### config.mk
export PLATFORM = sky130hd
export DESIGN_NAME = frac_mult_scheduler
export DESIGN_NICKNAME = d
export VERILOG_FILES = /design/src/rtl/frac_mult_scheduler.sv
export SDC_FILE = /design/constraint.sdc
export NUM_CORES = 1
export LEC_CHECK = 0
export CAP_MARGIN = 40
export CORE_MARGIN = 2
export CORE_UTILIZATION = 55
export DETAILED_ROUTE_END_ITERATION = 6
export GPL_TIMING_DRIVEN = 0
export MAX_ROUTING_LAYER = met4
export PLACE_DENSITY = 0.85
export SLEW_MARGIN = 20
export SYNTH_ARGS = -nofsm -noshare
export SYNTH_HDL_FRONTEND = slang
export SYNTH_SLANG_ARGS = --single-unit
### constraint.sdc
create_clock -name clk -period 9.85 [get_ports clk]
set_input_delay 1.97 -clock clk [delete_from_list [all_inputs] [get_ports clk]]
set_output_delay 1.97 -clock clk [all_outputs]
set_load 0.05 [all_outputs]
### src/rtl/frac_mult_scheduler.sv
// Round-robin shared fixed-point fractional multiplier with per-channel factors.
// Two-stage pipeline (product, rounded output) with tagged valid/ready response.
module frac_mult_scheduler #(
  parameter int N_REQ    = 4,
  parameter int IN_BIT   = 8,
  parameter int OUT_BIT  = 6,
  parameter int FRAC_BIT = 8,
  parameter int Q_BITS   = 16,
  parameter logic [Q_BITS-1:0] FACTOR_RESET = 16'h8000
) (
  input  logic                       clk,
  input  logic                       rst,
  input  logic                       cfg_we,
  input  logic [$clog2(N_REQ)-1:0]   cfg_idx,
  input  logic [Q_BITS-1:0]          cfg_factor,
  input  logic [N_REQ-1:0]           req_valid,
  input  logic [N_REQ*IN_BIT-1:0]    req_data,
  output logic [N_REQ-1:0]           req_ready,
  output logic                       rsp_valid,
  input  logic                       rsp_ready,
  output logic [$clog2(N_REQ)-1:0]   rsp_id,
  output logic [OUT_BIT-1:0]         rsp_dout,
  output logic [FRAC_BIT-1:0]        rsp_frac,
  output logic                       busy
);
  localparam int IDW = $clog2(N_REQ);
  localparam int PW  = IN_BIT + Q_BITS;
  localparam int SH  = Q_BITS - FRAC_BIT;
  localparam int RW  = FRAC_BIT + IN_BIT + 1;

  logic [Q_BITS-1:0]   factor_q [N_REQ];
  logic [Q_BITS-1:0]   factor_d [N_REQ];
  logic [IDW-1:0]      ptr_q, ptr_d;
  logic                s1_v_q, s1_v_d;
  logic [IDW-1:0]      s1_id_q, s1_id_d;
  logic [PW-1:0]       s1_p_q, s1_p_d;
  logic                s2_v_q, s2_v_d;
  logic [IDW-1:0]      s2_id_q, s2_id_d;
  logic [OUT_BIT-1:0]  s2_dout_q, s2_dout_d;
  logic [FRAC_BIT-1:0] s2_frac_q, s2_frac_d;

  logic                adv1, adv2, accept, gnt_found;
  logic [IDW-1:0]      gnt_idx;
  logic [IN_BIT-1:0]   gnt_data;
  logic [Q_BITS-1:0]   gnt_fac;
  logic [2*N_REQ-1:0]  rot;
  logic [RW-1:0]       rnd, rbit;
  logic                unused_bits;

  assign adv2   = !s2_v_q || rsp_ready;
  assign adv1   = !s1_v_q || adv2;
  assign accept = gnt_found && adv1 && !rst;

  // rotate so bit 0 is the channel just after the pointer
  always_comb begin
    rot       = {req_valid, req_valid} >> (int'(ptr_q) + 1);
    gnt_found = 1'b0;
    gnt_idx   = '0;
    for (int k = 0; k < N_REQ; k++) begin
      if (!gnt_found && rot[k]) begin
        gnt_found = 1'b1;
        gnt_idx   = IDW'((int'(ptr_q) + 1 + k) % N_REQ);
      end
    end
  end

  always_comb begin
    gnt_data = '0;
    gnt_fac  = '0;
    for (int i = 0; i < N_REQ; i++) begin
      if (gnt_idx == IDW'(i)) begin
        gnt_data = req_data[i*IN_BIT +: IN_BIT];
        gnt_fac  = factor_q[i];
      end
    end
  end

  assign req_ready = accept ? (N_REQ'(1) << gnt_idx) : '0;

  if (SH > 0) begin : g_round
    assign rbit = RW'(s1_p_q[SH-1]);
  end else begin : g_exact
    assign rbit = '0;
  end
  assign rnd = RW'(s1_p_q >> SH) + rbit;

  always_comb begin
    factor_d  = factor_q;
    ptr_d     = ptr_q;
    s1_v_d    = s1_v_q;
    s1_id_d   = s1_id_q;
    s1_p_d    = s1_p_q;
    s2_v_d    = s2_v_q;
    s2_id_d   = s2_id_q;
    s2_dout_d = s2_dout_q;
    s2_frac_d = s2_frac_q;
    for (int i = 0; i < N_REQ; i++) begin
      if (cfg_we && cfg_idx == IDW'(i)) factor_d[i] = cfg_factor;
    end
    if (accept) ptr_d = gnt_idx;
    if (adv1) begin
      s1_v_d = accept;
      if (accept) begin
        s1_id_d = gnt_idx;
        s1_p_d  = PW'(gnt_fac) * PW'(gnt_data);
      end
    end
    if (adv2) begin
      s2_v_d = s1_v_q;
      if (s1_v_q) begin
        s2_id_d   = s1_id_q;
        s2_dout_d = rnd[FRAC_BIT +: OUT_BIT];
        s2_frac_d = rnd[FRAC_BIT-1:0];
      end
    end
  end

  always_ff @(posedge clk or posedge rst) begin
    if (rst) begin
      for (int i = 0; i < N_REQ; i++) factor_q[i] <= FACTOR_RESET;
      ptr_q     <= IDW'(N_REQ - 1);
      s1_v_q    <= 1'b0;
      s1_id_q   <= '0;
      s1_p_q    <= '0;
      s2_v_q    <= 1'b0;
      s2_id_q   <= '0;
      s2_dout_q <= '0;
      s2_frac_q <= '0;
    end else begin
      factor_q  <= factor_d;
      ptr_q     <= ptr_d;
      s1_v_q    <= s1_v_d;
      s1_id_q   <= s1_id_d;
      s1_p_q    <= s1_p_d;
      s2_v_q    <= s2_v_d;
      s2_id_q   <= s2_id_d;
      s2_dout_q <= s2_dout_d;
      s2_frac_q <= s2_frac_d;
    end
  end

  assign rsp_valid = s2_v_q;
  assign rsp_id    = s2_id_q;
  assign rsp_dout  = s2_dout_q;
  assign rsp_frac  = s2_frac_q;
  assign busy      = s1_v_q || s2_v_q;

  assign unused_bits = ^{rot, rnd, s1_p_q};
endmodule

==> results of run 1 <==
## cells by family after synthesis
logic type / count (synthesis) / share of synthesized area
mux: 84 / 0.109
fa+ha+maj: 118 / 0.243
simple gates: 344 / 0.198
xor+xnor: 28 / 0.0285
compound gates: 90 / 0.0699
buf+inv: 123 / 0.0571
flops: 101 / 0.294
## metrics by stage
| stage | instance area, um2 | utilization |
|---|---|---|
| 3_3_place_gp | 9670 | 0.633 |
| 4_1_cts | 10000 | 0.656 |
| 5_1_grt | 10000 | 0.658 |
| 6_report | 10000 | 0.658 |
| 3_5_place_dp | 9720 | 0.637 |
| 2_1_floorplan | 8610 | - |
## per-layer routing
metal / track usage / vias up / share of wire
met5: - / - / 0
met4: 0.109 / 0 / 0.034
met3: 0.0446 / 56 / 0.058
met2: 0.470 / 235 / 0.50
met1: 0.348 / 3389 / 0.40
li1: - / 3078 / -
## synthesized netlist by cell type, drive strengths merged, types with 10 or more instances
cell type | count | area share
ha | 36 | 0.052
nand2 | 158 | 0.069
xnor2 | 17 | 0.017
clkbuf | 22 | 0.0096
dfrtp | 95 | 0.28
mux2i | 13 | 0.016
a31oi | 24 | 0.017
nor2 | 27 | 0.012
o21ai | 28 | 0.018
nand3 | 10 | 0.0064
xor2 | 11 | 0.011
and3 | 24 | 0.017
inv | 88 | 0.038
mux2 | 71 | 0.093
fa | 82 | 0.19
buf | 13 | 0.0092
and2 | 98 | 0.071
a21oi | 14 | 0.0090
## layout make-up
| cell class | instances | area [um2] | share of cell area |
|---|---|---|---|
| plain buffers | 35 | 161 | 0.0161 |
| clock inverters | 7 | 68.8 | 0.00686 |
| multi-input cells | 664 | 5580 | 0.556 |
| clock buffers | 9 | 225 | 0.0224 |
| flip-flops and latches | 101 | 2530 | 0.253 |
| well taps | 211 | 264 | 0.0263 |
| inverters | 88 | 335 | 0.0334 |
| repair buffers | 87 | 863 | 0.0860 |
## how the worst min path moves through the flow
stage / from / endpoint / cells after the start
floorplan: s1_id_q[1] / s1_id_q[1] / 2
global placement: s1_id_q[1] / s1_id_q[1] / 2
detailed placement: s1_id_q[1] / s1_id_q[1] / 2
CTS: s1_id_q[1] / s1_id_q[1] / 2
global route: factor_q[26] / factor_q[26] / 1
finish: s1_id_q[1] / s1_id_q[1] / 2
## registers in the layout (all words and copies together), names as in the netlist
name and flops:
s1_id_q 2, s1_v_q 1, ptr_q 2, s1_p_q 15, rsp_dout 6, rsp_frac 8, factor_q 64, rsp_valid 1
rsp_id 2
## layout by cell type (no fill, tap or decap), types with 22 or more instances in the layout
cell             instances
a31oi_1                 24
inv_1                   87
fa_1                    82
nand2_1                157
and2_1                  98
clkdlybuf4s50_1         79
mux2_2                  71
nor2_1                  27
clkbuf_1                22
dfrtp_1                 95
ha_1                    36
and3_1                  24
## worst max-delay path: cells and delay by family
kind | cells | cell delay (ns)
buffers and inverters | 8 | 2.20
xor gates and xnor gates | 1 | 0.22
and+or+nand+nor | 4 | 0.61
adders and majority gates | 5 | 2.39
AOI/OAI and AO/OA | 7 | 1.92
==> flow_summary.ini, run 1 <==
[worst_setup_path]
critPathMaxStageDelay_ns = 0.62
cp.arrival_ns = 9.32
r2r-start = ptr_q[1]
worst_path_max_delay_cell = a31oi_1
startpoint = req_valid[3]
required_ns = 10.08
worstPathMaxFanout = 10
r2r-end = s1_p_q[19]
path_class = in2reg
worstSetupStartpointType = primary input
end_kind = flip-flop
ff2ff_path_depth = 24
cp-endpoint = s1_p_q[19]
reg2reg_slack_ns = 2.32

[placement]
port_buffers = 79
gp_congestion = 0.907
dp_worst_setup_slack_ns = 0.0608
post-dp-hpwl_mm = 16.3
dp.cells = 1182

[clock_network]
clock_latency_ns = 0.36
cts-root-buf = clkbuf_16
htreeDepth = 3
clock_path_buffers = 2
clk_pin_slew_worst_paths_ns = 0.07
cts.repair.resized = 0
numCtsBuffers = 9
ctsHoldBuffers = 0
post_cts_buffers = 0
cts_sinks = 101
cts_tree = done

[timing]
maxSlewHeadroom = 0.360
drv_slew = 0
worstMarginPinSlew_ns = 0.955
fin_ws_ns = 0.759
max_freq_mhz = 110
grt_setup_unrepaired = no
skew_ns = 0.00897
whs_ns = 0.474
finalCritPeriodShare = 0.923
fin_setup_tns_ns = 0
hold_viol_final = 0
finalWorstPathRequiredPeriod_ns = 9.09
setup-violations-final = 0

[route]
ant_nets = 0
wl_per_cell_um = 17.7
via_per_inst = 5.62
drc = 0
dr.first_iter.drc_count = 444
first_pass_iters = 5
dr_total_vias = 6758
drt-total-wl_mm = 21.3

[floorplanning]
dieArea_um2 = 16700
ioPinCount = 80
core.rowCount = 45
fp.dieH_um = 129
start_util = 0.564
die_width_um = 129
core_um2 = 15300

[flow_run]
max_cap_violations = 0

[synthesis]
ys_seq_area_frac = 0.294
async_flop_share = 1.00
synthCells = 888
synth-main-ff-cell = dfrtp_1
synth_fp_nets = 1064
postSynthRegisterBits = 101
synth_edf_count = 0
ys_types = 52
syn_avg_cell_area_um2 = 9.70
syn_area_um2 = 8610
yosysWarnings = 0

[grt]
overflow = 0
grt_max_degree = 67
antenna_found_initial = 0
grt_pass1_wl_mm = 35.4
grt_usage = 0.282
grt_pass1_vias = 7130

[run_status]
run_status = finished clean

[worst_hold_path]
hold_class = reg2reg

[finish]
drive_gt1_frac = 0.129
antenna_cells = 0
n_fill_cell = 1146
layoutNonFillerInstCount = 1202
fin_nets = 1162
area_delta_synth_final_pct = 16.6
Power of run 1 is left out: the tool's default activity adds up to more than one toggle a clock period on the data nets, which glitch-free logic cannot reach.
==> inputs of run 2 (changes only) <==
--- a/config.mk
+++ b/config.mk
@@ -5,7 +5,7 @@
 export SDC_FILE = /design/constraint.sdc
 export NUM_CORES = 1
 export LEC_CHECK = 0
-export CAP_MARGIN = 40
+export CAP_MARGIN = 20
 export CORE_MARGIN = 2
 export CORE_UTILIZATION = 55
 export DETAILED_ROUTE_END_ITERATION = 6
==> flow_summary.ini, run 2 (synthesis results as in run 1) <==
[worst_setup_path]
worstPathMaxFanout = 10
cp_num_buf_inv = 7
worstSetupStartpointType = primary input
end_kind = flip-flop
path_cells = clkdlybuf4s50_1, nand3b_1, a31oi_1, buf_2, buf_2, buf_2, buf_1, nand2_1, a31oi_1, and2_1, fa_1, fa_1, fa_1, inv_1, fa_1, inv_1, ha_1, a21o_1, a21o_1, a211oi_1, nand4_4, a31oi_1, xor2_1, o21ai_1
path_class = in2reg
critPathMaxStageDelay_ns = 0.76
cp.arrival_ns = 9.78
critPathMostFrequentCell = fa_1
required_ns = 10.09
worst_path_max_delay_cell = a31oi_1
crit_family = compound AO/OA/AOI/OAI gates

[timing]
finalCritPeriodShare = 0.968
setup-violations-final = 0
hold_viol_final = 0
grt_setup_unrepaired = no
fin_setup_tns_ns = 0
maxSlewHeadroom = 0.300
skew_ns = 0.0165
finalWorstPathRequiredPeriod_ns = 9.54
worstMarginPinSlew_ns = 1.04
drv_slew = 0
max_freq_mhz = 105

[finish]
fin_nets = 1155
antenna_cells = 0
final_cell_mix = nand2_1 (157), and2_1 (98), dfrtp_1 (95)
layoutNonFillerInstCount = 1195
n_fill_cell = 1162
multi_input_area_um2 = 5590
drive_gt1_frac = 0.124
stdcell_area_um2 = 10000
top_register = factor_q
final_common_cell = nand2_1
largest_register_ffs = 64
seqCellArea_um2 = 2530
area_delta_synth_final_pct = 16.1

[worst_hold_path]
hold_class = reg2reg

[route]
wl_per_cell_um = 17.5
dr_total_vias = 6750
drc = 0
dr.first_iter.drc_count = 417
drt-total-wl_mm = 20.9
ant_nets = 0
first_pass_iters = 5
via_per_inst = 5.65

[flow_run]
max_cap_violations = 0

[floorplanning]
fp.dieH_um = 129
die_width_um = 129
start_util = 0.564
core.rowCount = 45
core_um2 = 15300
ioPinCount = 80
dieArea_um2 = 16700

[clock_network]
clock_latency_ns = 0.37
clk_pin_slew_worst_paths_ns = 0.08
cts_sinks = 101
cts.repair.resized = 0
clock_path_buffers = 2
htreeDepth = 3
ctsHoldBuffers = 0
numCtsBuffers = 9
post_cts_buffers = 0
cts-root-buf = clkbuf_16
cts_tree = done

[placement]
placed_area_um2 = 9700
post-dp-hpwl_mm = 16.3
gp_congestion = 0.907
dp.cells = 1179
port_buffers = 79

[grt]
grt_pass1_vias = 7111
grt_usage = 0.278
antenna_found_initial = 0
overflow = 0
grt_max_degree = 67
grt_pass1_wl_mm = 35.0

[run_status]
run_status = finished clean
## run 2: stage by stage
| stage | util | hold WS [ns] | setup slack (ns) |
|---|---|---|---|
| floorplan | - | 0.443 | 2.07 |
| global placement | 0.633 | 0.459 | 0.204 |
| detailed placement | 0.636 | 0.462 | 0.0890 |
| CTS | 0.655 | 0.481 | 0.466 |
| global route | 0.655 | 0.522 | 0.0166 |
| finish | 0.655 | 0.480 | 0.311 |
## run 2: per-layer routing
layer	vias to the layer above	track usage	wire length, um
li1	3073	-	-
met1	3335	0.343	8330
met2	281	0.465	10500
met3	61	0.0396	1400
met4	0	0.113	700
met5	-	-	0
## run 2: worst paths after layout
kind	slack, ns	endpoint	cells after the start	startpoint
min in group asynchronous	1.99	s1_v_q	2	rst
min reg2reg	0.48	s1_id_q[1]	2	s1_id_q[1]
max	0.31	s1_p_q[19]	24	req_valid[3]
min	0.48	s1_id_q[1]	2	s1_id_q[1]
max in group asynchronous	7.17	factor_q[15]	3	rst
max reg2reg	1.87	s1_p_q[19]	23	ptr_q[1]
## run 2: worst register-to-register path: stages, from the launching register on
cell and delay [ns]:
dfstp_2 0.60, nand3b_1 0.11, a31oi_1 0.38, buf_2 0.30, buf_2 0.28, buf_2 0.31
buf_1 0.47, nand2_1 0.11, a31oi_1 0.76, and2_1 0.26, fa_1 0.44, fa_1 0.52
fa_1 0.56, inv_1 0.06, fa_1 0.53, inv_1 0.05, ha_1 0.36, a21o_1 0.18
a21o_1 0.16, a211oi_1 0.73, nand4_4 0.20, a31oi_1 0.25, xor2_1 0.18, o21ai_1 0.07
## run 2: final cells by class
cell class,count,share of cell area
Sequential cell,101,0.254
Tap cell,211,0.0264
Buffer,35,0.0161
Timing Repair Buffer,80,0.0819
Inverter,88,0.0335
Multi-Input combinational cell,664,0.559
Clock inverter,7,0.00676
Clock buffer,9,0.0225
Power of run 2 is left out for the same reason.
==> inputs of run 3 (changes only) <==
--- a/config.mk
+++ b/config.mk
@@ -10,7 +10,6 @@
 export CORE_UTILIZATION = 55
 export DETAILED_ROUTE_END_ITERATION = 6
 export GPL_TIMING_DRIVEN = 0
-export MAX_ROUTING_LAYER = met4
 export PLACE_DENSITY = 0.85
 export SLEW_MARGIN = 20
 export SYNTH_ARGS = -nofsm -noshare
==> constraint.sdc (replaced) <==
create_clock -name clk -period 9.85 [get_ports clk]
set_input_delay 1.97 -clock clk [delete_from_list [all_inputs] [get_ports clk]]
set_output_delay 1.97 -clock clk [all_outputs]
set_load 0.005 [all_outputs]
==> flow_summary.ini, run 3 (synthesis results as in run 1) <==
[timing]
skew_ns = 0.0115
fin_ws_ns = 0.326
setup-violations-final = 0
finalCritPeriodShare = 0.967
fin_setup_tns_ns = 0
maxSlewHeadroom = 0.314
hold_viol_final = 0
worstMarginPinSlew_ns = 1.02
grt_setup_unrepaired = no
max_freq_mhz = 105
finalWorstPathRequiredPeriod_ns = 9.52
drv_slew = 0

[clock_network]
cts_tree = done
post_cts_buffers = 0
ctsHoldBuffers = 0
cts_sinks = 101
numCtsBuffers = 9
clk_pin_slew_worst_paths_ns = 0.08
cts-root-buf = clkbuf_16
cts.repair.resized = 0
clock_latency_ns = 0.36
htreeDepth = 3
clock_path_buffers = 2

[worst_setup_path]
path_class = in2reg
worstSetupStartpointType = primary input
worstPathMaxFanout = 10
required_ns = 10.09
cp.arrival_ns = 9.76
reg2reg_slack_ns = 1.88
end_kind = flip-flop

[floorplanning]
die_width_um = 129
start_util = 0.564
core.rowCount = 45
fp.dieH_um = 129
dieArea_um2 = 16700
core_um2 = 15300
ioPinCount = 80

[placement]
port_buffers = 79
dp.cells = 1179
dp_worst_setup_slack_ns = 0.0890
post-dp-hpwl_mm = 16.3
gp_congestion = 0.892

[finish]
top_register = factor_q
drive_gt1_frac = 0.124
fin_nets = 1155
utilization = 0.655
antenna_cells = 0
layoutNonFillerInstCount = 1195
largest_register_ffs = 64
final_common_cell = nand2_1
final_cell_mix = nand2_1 (157), and2_1 (98), dfrtp_1 (95)
area_delta_synth_final_pct = 16.1
n_fill_cell = 1162

[route]
drt-total-wl_mm = 21.0
dr_total_vias = 6734
first_pass_iters = 5
dr.first_iter.drc_count = 411
ant_nets = 0
wl_per_cell_um = 17.6
drc = 0
via_per_inst = 5.64

[grt]
overflow = 0
grt_pass1_vias = 7120
grt_max_degree = 67
grt_pass1_wl_mm = 35.0
antenna_found_initial = 0
grt_usage = 0.270

[run_status]
run_status = finished clean

[worst_hold_path]
hold_class = reg2reg

[flow_run]
max_cap_violations = 0
==> run 3: cell counts in the layout (fill, tap and decap cells not counted) <==
No cell type changed its count.
==> run 3: cell type report <==
class / count / area [um2] / share of cell area
Buffer: 35 / 161 / 0.0161
Clock buffer: 9 / 225 / 0.0225
Clock inverter: 7 / 67.6 / 0.00676
Inverter: 88 / 335 / 0.0335
Multi-Input combinational cell: 664 / 5590 / 0.559
Sequential cell: 101 / 2530 / 0.254
Tap cell: 211 / 264 / 0.0264
Timing Repair Buffer: 80 / 818 / 0.0819
==> run 3: final timing paths <==
path / startpoint / to / cells after the start
max: req_valid[3] / s1_p_q[19] / 24
max reg2reg: ptr_q[1] / s1_p_q[19] / 23
min in group asynchronous: rst / rsp_dout[2] / 2
min: s1_id_q[1] / s1_id_q[1] / 2
min reg2reg: s1_id_q[1] / s1_id_q[1] / 2
max in group asynchronous: rst / factor_q[15] / 3
==> run 3: per-layer routing <==
metal / part of all wire / GRT usage
met4: 0.032 / 0.112
met5: 0 / 0
met1: 0.40 / 0.342
met3: 0.063 / 0.0409
met2: 0.51 / 0.466
==> run 3: through the flow <==
stage                     instance area (um2)  hold slack, ns
after global routing                    10000           0.522
after CTS                                9990           0.481
after floorplan                          8610           0.443
final                                   10000           0.477
after detailed placement                 9700           0.462
after global placement                   9670           0.459
==> run 3: critical path: stages <==
cell and delay (ns):
clkdlybuf4s50_1 0.54, nand3b_1 0.11, a31oi_1 0.37, buf_2 0.30
buf_2 0.28, buf_2 0.31, buf_1 0.47, nand2_1 0.10
a31oi_1 0.76, and2_1 0.25, fa_1 0.44, fa_1 0.52
fa_1 0.56, inv_1 0.06, fa_1 0.53, inv_1 0.05
ha_1 0.36, a21o_1 0.18, a21o_1 0.16, a211oi_1 0.73
nand4_4 0.19, a31oi_1 0.25, xor2_1 0.18, o21ai_1 0.07
Power of run 3 is left out for the same reason.
